[config.mk]
export PLATFORM = sky130hd
export DESIGN_NAME = scp_079_ctrl
export DESIGN_NICKNAME = d
export VERILOG_FILES = /design/src/rtl/scp_079_ctrl.sv
export SDC_FILE = /design/constraint.sdc
export NUM_CORES = 1
export LEC_CHECK = 0
export CORE_MARGIN = 4
export CORE_UTILIZATION = 46
export CTS_BUF_LIST = sky130_fd_sc_hd__clkbuf_16
export CTS_CLUSTER_DIAMETER = 60
export DETAILED_ROUTE_END_ITERATION = 8
export PLACE_DENSITY_LB_ADDON = 0.1
export SLEW_MARGIN = 20
export SYNTH_ARGS = -nofsm -noshare
export SYNTH_HDL_FRONTEND = slang
export SYNTH_SLANG_ARGS = --single-unit
[constraint.sdc]
create_clock -name clock -period 2.1 [get_ports clock]
set_input_delay 0.21 -clock clock [delete_from_list [all_inputs] [get_ports clock]]
set_output_delay 0.21 -clock clock [all_outputs]
set_load 0.02 [all_outputs]
[src/rtl/scp_079_ctrl.sv]
// Containment alert controller: colour-driven five-state FSM with internal dwell timer and illegal-colour lockout.
// All outputs registered (alarms decode the state register); 1-cycle input-to-state latency, no backpressure.
module scp_079_ctrl #(
  parameter int TIMER_W   = 6,
  parameter int T_IDLE    = 35,
  parameter int T_HOLD    = 5,
  parameter int T_RED     = 25,
  parameter int T_LOCK    = 12,
  parameter int CHEAT_LEN = 3
) (
  input  logic               clock,
  input  logic               reset_n,
  input  logic               green,
  input  logic               yellow,
  input  logic               red,
  input  logic               clear,
  output logic [2:0]         state,
  output logic [TIMER_W-1:0] timer,
  output logic               a1,
  output logic               a2,
  output logic               a3,
  output logic               cheat_out
);

  typedef enum logic [2:0] {
    S_GREEN  = 3'd0,
    S_RED    = 3'd1,
    S_HOLD   = 3'd2,
    S_YELLOW = 3'd3,
    S_LOCK   = 3'd4
  } state_t;

  localparam logic [TIMER_W-1:0] IDLE_LAST = TIMER_W'(T_IDLE - 1);
  localparam logic [TIMER_W-1:0] HOLD_LAST = TIMER_W'(T_HOLD - 1);
  localparam logic [TIMER_W-1:0] RED_LAST  = TIMER_W'(T_RED - 1);
  localparam logic [TIMER_W-1:0] LOCK_LAST = TIMER_W'(T_LOCK - 1);
  localparam logic [TIMER_W-1:0] TIMER_MAX = '1;
  localparam logic [3:0]         CHEAT_N   = 4'(CHEAT_LEN);
  localparam logic [3:0]         CHEAT_M1  = 4'(CHEAT_LEN - 1);

  state_t             state_q, state_d;
  logic [TIMER_W-1:0] timer_q, timer_d;
  logic [3:0]         ill_cnt_q, ill_cnt_d;
  logic               cheat_q, cheat_d;

  logic legal, col_g, col_y, col_r, cheat_trig, lock_exit;

  always_comb begin
    legal = ({green, yellow, red} == 3'b100) ||
            ({green, yellow, red} == 3'b010) ||
            ({green, yellow, red} == 3'b001);
    col_g = legal & green;
    col_y = legal & yellow;
    col_r = legal & red;
    // Trigger on the edge the run length reaches CHEAT_LEN, and keep asserting while it persists.
    cheat_trig = !legal && (ill_cnt_q >= CHEAT_M1);
  end

  always_ff @(posedge clock or negedge reset_n) begin
    if (!reset_n) begin
      state_q   <= S_GREEN;
      timer_q   <= '0;
      ill_cnt_q <= '0;
      cheat_q   <= 1'b0;
    end else begin
      state_q   <= state_d;
      timer_q   <= timer_d;
      ill_cnt_q <= ill_cnt_d;
      cheat_q   <= cheat_d;
    end
  end

  always_comb begin
    state_d = state_q;
    if (cheat_trig) begin
      state_d = S_LOCK;
    end else begin
      unique case (state_q)
        S_GREEN: begin
          if (col_r)                           state_d = S_RED;
          else if (col_y)                      state_d = S_YELLOW;
          else if (col_g && timer_q == IDLE_LAST) state_d = S_HOLD;
        end
        S_HOLD: begin
          if (col_r)                           state_d = S_RED;
          else if (col_y)                      state_d = S_YELLOW;
          else if (timer_q == HOLD_LAST)       state_d = S_GREEN;
        end
        S_YELLOW: begin
          if (col_r)                           state_d = S_RED;
          else if (col_g)                      state_d = S_GREEN;
          else if (col_y && timer_q == RED_LAST) state_d = S_RED;
        end
        S_RED: begin
          if (col_g)                           state_d = S_GREEN;
          else if (col_r && timer_q == RED_LAST) state_d = S_LOCK;
        end
        S_LOCK: begin
          if (timer_q >= LOCK_LAST && clear && !red) state_d = S_GREEN;
        end
        default: state_d = S_GREEN;
      endcase
    end
  end

  always_comb begin
    lock_exit = (state_q == S_LOCK) && (state_d == S_GREEN);
    if (state_d != state_q)       timer_d = '0;
    else if (timer_q == TIMER_MAX) timer_d = timer_q;
    else                          timer_d = timer_q + TIMER_W'(1);
    if (legal)           ill_cnt_d = '0;
    else if (cheat_trig) ill_cnt_d = CHEAT_N;
    else                 ill_cnt_d = ill_cnt_q + 4'd1;
    if (cheat_trig)     cheat_d = 1'b1;
    else if (lock_exit) cheat_d = 1'b0;
    else                cheat_d = cheat_q;
  end

  always_comb begin
    a1 = 1'b0;
    a2 = 1'b0;
    a3 = 1'b0;
    unique case (state_q)
      S_YELLOW: a1 = 1'b1;
      S_RED:    a2 = 1'b1;
      S_LOCK:   a3 = 1'b1;
      default:  ;
    endcase
  end

  assign state     = state_q;
  assign timer     = timer_q;
  assign cheat_out = cheat_q;

endmodule

# Word-level counts from Yosys, hierarchy flattened
# Cells that the tools add are included.
[word_totals] regBits=14 inputBits=6 out_inout_bits=13 elab_cells=61
[op_classes] n_addsub=2 order_cmp=2 n_eq_ne=13 muxes=23 n_bitwise=3 n_reduce_logical=14
[op_table] op="3-bit two-way mux" n=13
[op_table] op="3-bit case mux with 5 select lines" n=1
[op_table] op="6-bit equality test (second input constant)" n=2
[op_table] op="6-bit two-way mux" n=2
[op_table] op="3-bit by 2-bit equality test with 1-bit output (second input constant)" n=3
[op_table] op="4-bit two-way mux" n=2
[op_table] op="1-bit logical AND" n=7
[op_table] op="6-bit by 1-bit adder with 6-bit output (second input constant)" n=1
[op_table] op="3-bit by 1-bit equality test with 1-bit output (second input constant)" n=2
[op_table] op="3-bit equality test (second input constant)" n=2
[op_table] op="6-bit by 3-bit equality test with 1-bit output (second input constant)" n=1
[op_table] op="6-bit by 5-bit equality test with 1-bit output (second input constant)" n=1
[op_table] op="6-bit by 4-bit greater-or-equal comparator with 1-bit output (second input constant)" n=1
[op_table] op="3-bit zero test" n=2
[op_table] op="1-bit two-way mux" n=5
[op_table] op="4-bit by 1-bit adder with 4-bit output (second input constant)" n=1
[op_table] op="4-bit by 2-bit greater-or-equal comparator with 1-bit output (second input constant)" n=1
[op_table] op="1-bit AND" n=3
[op_table] op="3-bit != test" n=1
[op_table] op="1-bit zero test" n=2
[op_table] op="1-bit logical OR" n=2
[op_table] op="2-bit != test (second input constant)" n=1
[op_table] op="2-bit nonzero test" n=1

# Depth between registers and ports, before layout
# Gate-level depths: netlist of the first run.
[logic_depth] depth_word=14 depth_mapped=7 mapped_depth_nobuf=7

# Worst setup path before layout of the first run
# OpenSTA, ideal clock, no wires.
[synth_path] path_type="register to register" startpoint="register timer_q[0], in the netlist timer[0]" endpoint="register timer_q[0], in the netlist timer[0]" setup_time_ps=140 arrival_time_ps=1954 required_time_ps=1960 path_slack_ps=6 stages_incl_launch_ff=8 n_path_buf=0 period_less_slack_ps=2094 path_cell_list="dfrtp_1 > inv_1 > ha_1 > or4b_1 > o311ai_0 > and2_1 > o2bb2ai_1 > nor3_1"
[synth_via] elab_chain_cells=9 elab_cells_between_ends=29 cone_classes="add/sub (1); order compare (1); eq/ne (6); mux (16); reduce/logical (5)"
[synth_lines] element="start: declaration" line_no="42" text="logic [TIMER_W-1:0] timer_q, timer_d;"
[synth_lines] element="start signal: assignment" line_no="67" text="timer_q <= timer_d;"
[synth_lines] element="parallel branches: the longest is 9 deep, another holds 6-bit by 4-bit greater-or-equal comparator with 1-bit output"
# Parallel ways; which one is timed is not known. The select of a mux whose other input is x is not followed.
# A chain may end at the register's enable or synchronous reset.

# Worst setup path in the final report of the first run
[layout_path] startpoint="register ill_cnt_q[0]" endpoint="register timer_q[5], in the netlist timer[5]"
[layout_via] elab_chain_cells=5 elab_cells_between_ends=6 cone_classes="order compare (1); eq/ne (2); mux (2); reduce/logical (1)"
[layout_lines] element="start: declaration" line_no="43" text="logic [3:0] ill_cnt_q, ill_cnt_d;"
[layout_lines] element="start signal: assignment" line_no="68" text="ill_cnt_q <= ill_cnt_d;"
[layout_lines] element="4-bit by 2-bit greater-or-equal comparator with 1-bit output *" line_no="56" text="cheat_trig = !legal && (ill_cnt_q >= CHEAT_M1);"
[layout_lines] element="1-bit logical AND *" line_no="56"
[layout_lines] element="3-bit two-way mux *" line_no="75" text="if (cheat_trig) begin"
[layout_lines] element="3-bit != test *" line_no="108" text="if (state_d != state_q) timer_d = '0;"
[layout_lines] element="2-bit != test (no line) or 6-bit two-way mux (tied branches)"
# Every way passes the cells marked *; elsewhere a longest branch is shown, timed or not.

==> flow_summary.toml, run 1 <==
[status]
outcome = "finished, final reports clean"

[clocking]
ctsHtreeMaxLevel = 1
ctsRootBufferMaster = "clkbuf_16"
maximum_root_to_sink_buffer_count = 2
cts_inserted_buffers = 3
clock_latency_ps = 240
cts_tree = "done"
cts.reportedPaths.clkPinSlew_ps = 40
post_cts_hold_buffer_count = 0
total_number_of_clock_tree_sinks = 14

[synthesis]
yosysUniqueCellTypes = 50
post_synthesis_instance_area_sq_um = 1070
ys_async_sr_fraction_pct = 100
yosys.area.top_type_share_pct = 32.7
synth_edf_count = 0
ys_ff_latch = 14
synth.net_count = 135
synth_cells = 124
yosysWarnings = 0
synthTopCellsByArea = "dfrtp_1, ha_1, nor2_1"
synth_sequential_area_ratio_pct = 32.7
synth_top_flop_cell = "dfrtp_1"
yosysTopAreaCell = "dfrtp_1"
synth.avg_cell_area_sq_um = 8.65

[global_routing]
gr-max-usage-layer = "met2"
first_global_vias = 1077
grt_start_max_net_pins = 15
grt_overflow_total = 0
met3_usage_pct = 4.37
met1_usage_pct = 23.5
globalRouteTotalUtil_pct = 18.9
first_pass_grt_wire_length_um = 4750
met2_usage_grt_pct = 30.6
initial_antenna_violation_count = 0

[placed_design]
dpl-instance-area_sq_um = 1410
io_buffers = 18
detailed_place_hpwl_um = 2150
globalplace.congestion = 0.912

[sta]
rsz_0062_raised_after_global_routing = "true"
final_period_minus_worst_setup_slack_ps = 2070
slew_violations = 0
max-slew-margin-rel_pct = 59.2
layout_worst_path_cycle_share_pct = 98.5
timing.fmax_mhz = 483
worst-slew-pin-transition_ps = 610
finalHoldViolations = 0
setup-violations-final = 0
fin_worst_skew_ps = 1.05
fin_worst_hold_slack_ps = 356

[die]
io_pins = 19
die-width_um = 56.3
fp-row-count = 17
die-height_um = 56.3
dieArea_sq_um = 3170
core_area_sq_um = 2210
initial_util_pct = 48.5

[detailed_routing]
drt-total-wl_um = 2940
wl_per_cell_um = 15.6
ant_nets = 0
initialDrtViolationCount = 37
route.vias.total = 1105
via_per_inst = 5.85
route.detailed.drc = 0
count_of_tritonroute_iterations_in_the_first_routing_pass = 4

[setup_path]
cp_slowest_cell = "or4_1"
cp.arrival_ps = 2220
critical_path.max_stage_delay_ps = 590
crit_path_end_kind = "flip-flop"
setup.worst_path.start_class = "flip-flop"
worst-path-max-fanout = 6
crit_chain = "inv_1 -> ha_1 -> or4_1 -> o211ai_2 -> o221ai_1 -> a211o_4 -> nor3b_1"
criticalPathCategory = "flip-flop to flip-flop"
critical_path_required_ps = 2250

[final_layout]
fillerInstances = 176
final_cell_area_sq_um = 1590
insertedDiodeCount = 0
area_growth_pct = 48.1
final_net_count = 174
final_layout_size_suffix_gt1_share_pct = 26.7

[pwr]
cellPowerDensity_nw_per_um2 = 1050
leakagePower_uw = 0.000683
vdd.ir_drop.worst_mv = 0.954

[worst_hold_path]
hold_path.class = "primary input to async pin"

[job]
max_cap_violations = 0
-- flip-flops by register name, indices dropped and copies added, names as in the netlist --
signal and flops:
cheat_out 1, ill_cnt_q 4, state 3, timer 6
-- worst max-delay path: cells and delay by family, from the launching register on --
family	cells	cell delay, ps
and+or+nand+nor	2	790
buffers and inverters	1	50
DFF	1	340
AOI/OAI and AO/OA	3	590
adders and majority gates	1	210
-- report_power, final --
group          switching (uW)  total [uW]  internal, uW  leakage [uW]
sequential               91.9         433           341      0.000170
combinational             443         880           438      0.000476
clock                    99.3         347           248     0.0000370
-- layout make-up --
type / instances / area (sq um) / share of cell area [%]
inverters: 8 / 30.0 / 1.89
well taps: 28 / 35.0 / 2.21
clock buffers: 3 / 75.1 / 4.73
flip-flops and latches: 14 / 350 / 22.1
multi-input cells: 95 / 733 / 46.2
repair buffers: 41 / 364 / 22.9
-- worst paths after layout --
path	startpoint	to	slack [ps]	cells after the start
max	ill_cnt_q[0]	timer[5]	30	7
min	reset_n	timer[4]	360	1
max reg2reg	ill_cnt_q[0]	timer[5]	30	7
min reg2reg	cheat_out	cheat_out	550	2
max in group asynchronous	reset_n	ill_cnt_q[0]	1350	1
min in group clock	cheat_out	cheat_out	550	2
-- metal layers --
metal	share of wire, %	up-vias	routed length [um]
li1	-	530	-
met1	46	536	1350
met2	47	32	1380
met3	5.0	7	147
met4	2.3	0	69
met5	0	-	0
-- cells by family (layout without fill, tap and decap cells) --
| kind of cell | Yosys count | after routing | synth area share [%] |
|---|---|---|---|
| compound gates | 30 | 30 | 19.3 |
| xor+xnor | 4 | 4 | 3.27 |
| fa+ha+maj | 6 | 6 | 6.77 |
| buf+inv | 15 | 52 | 5.95 |
| flops | 14 | 14 | 32.7 |
| mux | 1 | 1 | 0.934 |
| other cells | 1 | 1 | 0.350 |
| simple gates | 53 | 53 | 30.8 |
-- layout by cell type, fill, tap and decap left out, types with 2 or more instances in the layout --
cell              n
buf_4            22
clkdlybuf4s50_1  15
dfrtp_1          14
nor2_1           11
o21ai_0           8
nand2_1           8
inv_1             7
a21oi_1           6
xnor2_1           4
nor3_1            4
ha_1              4
nand3_1           3
clkbuf_16         3
dlymetal6s2s_1    3
and4b_1           2
nand4b_1          2
nand2b_1          2
nor4_2            2
and3_1            2
nor3_2            2
-- cell usage after synthesis, drive strengths merged, types with 3 or more instances --
master / instances
dfrtp: 14
nor2: 11
inv: 8
nand2: 8
o21ai: 8
a21oi: 6
nor3: 6
buf: 5
ha: 5
xnor2: 4
nand3: 3
nor4: 3
-- per-stage QoR --
stage	power, uW	setup WS [ps]	instances	TNS, ps	util (%)
after floorplan	864	5.55	124	0	-
final	1660	31.2	189	0	71.8
after global placement	1210	-165	184	-969	63.8
after CTS	1600	14.2	187	0	67.5
after global routing	1770	-30.3	189	-62.5	71.8
after detailed placement	1230	-195	184	-1100	63.8
-- what timing repair did --
item,in CTS,in global routing
endpoints found under the setup margin,6,7
pin swaps,1,7
resized for setup,1,18
hold endpoints to repair,0,0
buffers inserted,0,2
(Power assumes the default switching activity.)
==> inputs of run 2 (changes only) <==
--- a/config.mk
+++ b/config.mk
@@ -7,8 +7,9 @@
 export LEC_CHECK = 0
 export CORE_MARGIN = 4
-export CORE_UTILIZATION = 46
+export CORE_UTILIZATION = 50
 export CTS_BUF_LIST = sky130_fd_sc_hd__clkbuf_16
 export CTS_CLUSTER_DIAMETER = 60
 export DETAILED_ROUTE_END_ITERATION = 8
+export DONT_BUFFER_PORTS = 1
 export PLACE_DENSITY_LB_ADDON = 0.1
 export SLEW_MARGIN = 20
==> constraint.sdc (replaced) <==
create_clock -name clock -period 2.1 [get_ports clock]
set_input_delay 0.42 -clock clock [delete_from_list [all_inputs] [get_ports clock]]
set_output_delay 0.42 -clock clock [all_outputs]
set_load 0.02 [all_outputs]
==> flow_summary.toml, run 2 (synthesis gave the netlist of run 1 again) <==
[worst_hold_path]
hold_start = "red"
hold_path.class = "primary input to flip-flop"

[detailed_routing]
route.vias.total = 1044
drt-total-wl_um = 2920
route.detailed.drc = 0
via_per_inst = 6.11
initialDrtViolationCount = 28
count_of_tritonroute_iterations_in_the_first_routing_pass = 4
ant_nets = 0
wl_per_cell_um = 17.1

[setup_path]
crit_path_end_kind = "flip-flop"
crit-reg2reg-launch = "ill_cnt_q[0]"
setup.worst_path.start_class = "flip-flop"
criticalPathCategory = "flip-flop to flip-flop"
r2r_setup_slack_ps = 70
critical_path_required_ps = 2240
cp.arrival_ps = 2170
critical_path.startpoint = "ill_cnt_q[0]"
worst-path-max-fanout = 6

[sta]
setup-violations-final = 0
slew_violations = 0
fin_setup_tns_ps = 0
finalHoldViolations = 0
worst-slew-pin-transition_ps = 608
max-slew-margin-rel_pct = 59.3
final_period_minus_worst_setup_slack_ps = 2030
timing.fmax_mhz = 493
layout_worst_path_cycle_share_pct = 96.6
fin_worst_skew_ps = 4.65

[final_layout]
finalNonFillerCells = 171
layout_commonest_cell = "buf_4"
layout.cells.most_common_list = "buf_4, dfrtp_1, nor2_1"
final_net_count = 156
max_reg_flops = 6
final_layout_size_suffix_gt1_share_pct = 26.4
insertedDiodeCount = 0
layout.core_utilization_pct = 69.6
area_growth_pct = 29.9

[global_routing]
initial_antenna_violation_count = 0
grt_start_max_net_pins = 15
first_pass_grt_wire_length_um = 4540
first_global_vias = 1018
grt_overflow_total = 0
globalRouteTotalUtil_pct = 21.7

[placed_design]
detailed_place_hpwl_um = 2170
io_buffers = 0
globalplace.congestion = 0.827
place_inst = 165

[clocking]
ctsHtreeMaxLevel = 1
ctsRootBufferMaster = "clkbuf_16"
cts_tree = "done"
total_number_of_clock_tree_sinks = 14
maximum_root_to_sink_buffer_count = 2
cts_inserted_buffers = 3
clock_latency_ps = 240
cts.reportedPaths.clkPinSlew_ps = 50

[job]
max_cap_violations = 0

[status]
outcome = "finished, final reports clean"

[pwr]
power.combinational.fraction_pct = 49.2
leakagePower_uw = 0.000604
power_frac_clock_pct = 22.5
cellInternalPower_uw = 926
share_seq_of_total_power_pct = 28.3
cellPowerDensity_nw_per_um2 = 1110
vdd.ir_drop.worst_mv = 0.688
switching_portion_of_total_power_pct = 40.2
power_switching_uw = 622

[die]
die-width_um = 54.3
dieArea_sq_um = 2950
fp-row-count = 16
die-height_um = 54.3
initial_util_pct = 53.6
core_area_sq_um = 2000
io_pins = 19
==> run 2: power groups by stage <==
stage	Sequential, uW	Clock (uW)	Combinational (uW)
4_1_cts	424	356	708
3_5_place_dp	427	0	684
5_1_grt	448	375	827
2_1_floorplan	493	0	371
6_report	439	348	761
3_3_place_gp	424	0	663
==> run 2: path summary, 6_finish.rpt <==
| kind | cells after the start | end |
|---|---|---|
| worst max-delay path | 7 | timer[2] |
| worst min-delay path | 2 | state[2] |
| worst max register to register | 7 | timer[2] |
| worst min register to register | 2 | ill_cnt_q[0] |
| max in group asynchronous | 1 | state[2] |
| min in group asynchronous | 1 | state[1] |
==> run 2: area by class of cell <==
cell class	count	area, sq um
Sequential cell	14	350
Clock inverter	1	3.75
Inverter	8	30.0
Multi-Input combinational cell	95	721
Fill cell	157	609
Tap cell	27	33.8
Timing Repair Buffer	23	179
Clock buffer	3	75.1
==> run 2: metrics by stage <==
step	cell area, sq um	hold slack [ps]	power [uW]	setup slack [ps]
after floorplan	1070	124	864	5.55
after global placement	1230	125	1090	3.47
after detailed placement	1230	125	1110	-84.7
after CTS	1330	380	1490	15.8
after global routing	1390	384	1650	-39.7
final	1390	380	1550	70.8
==> run 2: worst max-delay path, cell delays in order, from the launching register on <==
cell,delay (ps)
dfrtp_1,340
inv_1,50
ha_1,200
or4_4,550
o211ai_2,90
o221ai_1,150
a211o_4,330
nor4_2,220
==> run 2: repair_timing <==
action,4_1_cts,5_1_grt
resized for setup,2,10
hold buffers,1,0
pin swaps,1,4
endpoints found under the hold margin,14,0
setup buffers,0,1
setup endpoints to repair,6,6
==> run 2: routing by layer <==
layer  vias up  GRT usage (%)  routed length, um
li1        491              -                  -
met1       510           27.3               1300
met2        35           37.3               1390
met3         8           3.81                177
met4         0           7.47                 43
met5         -              0                  0
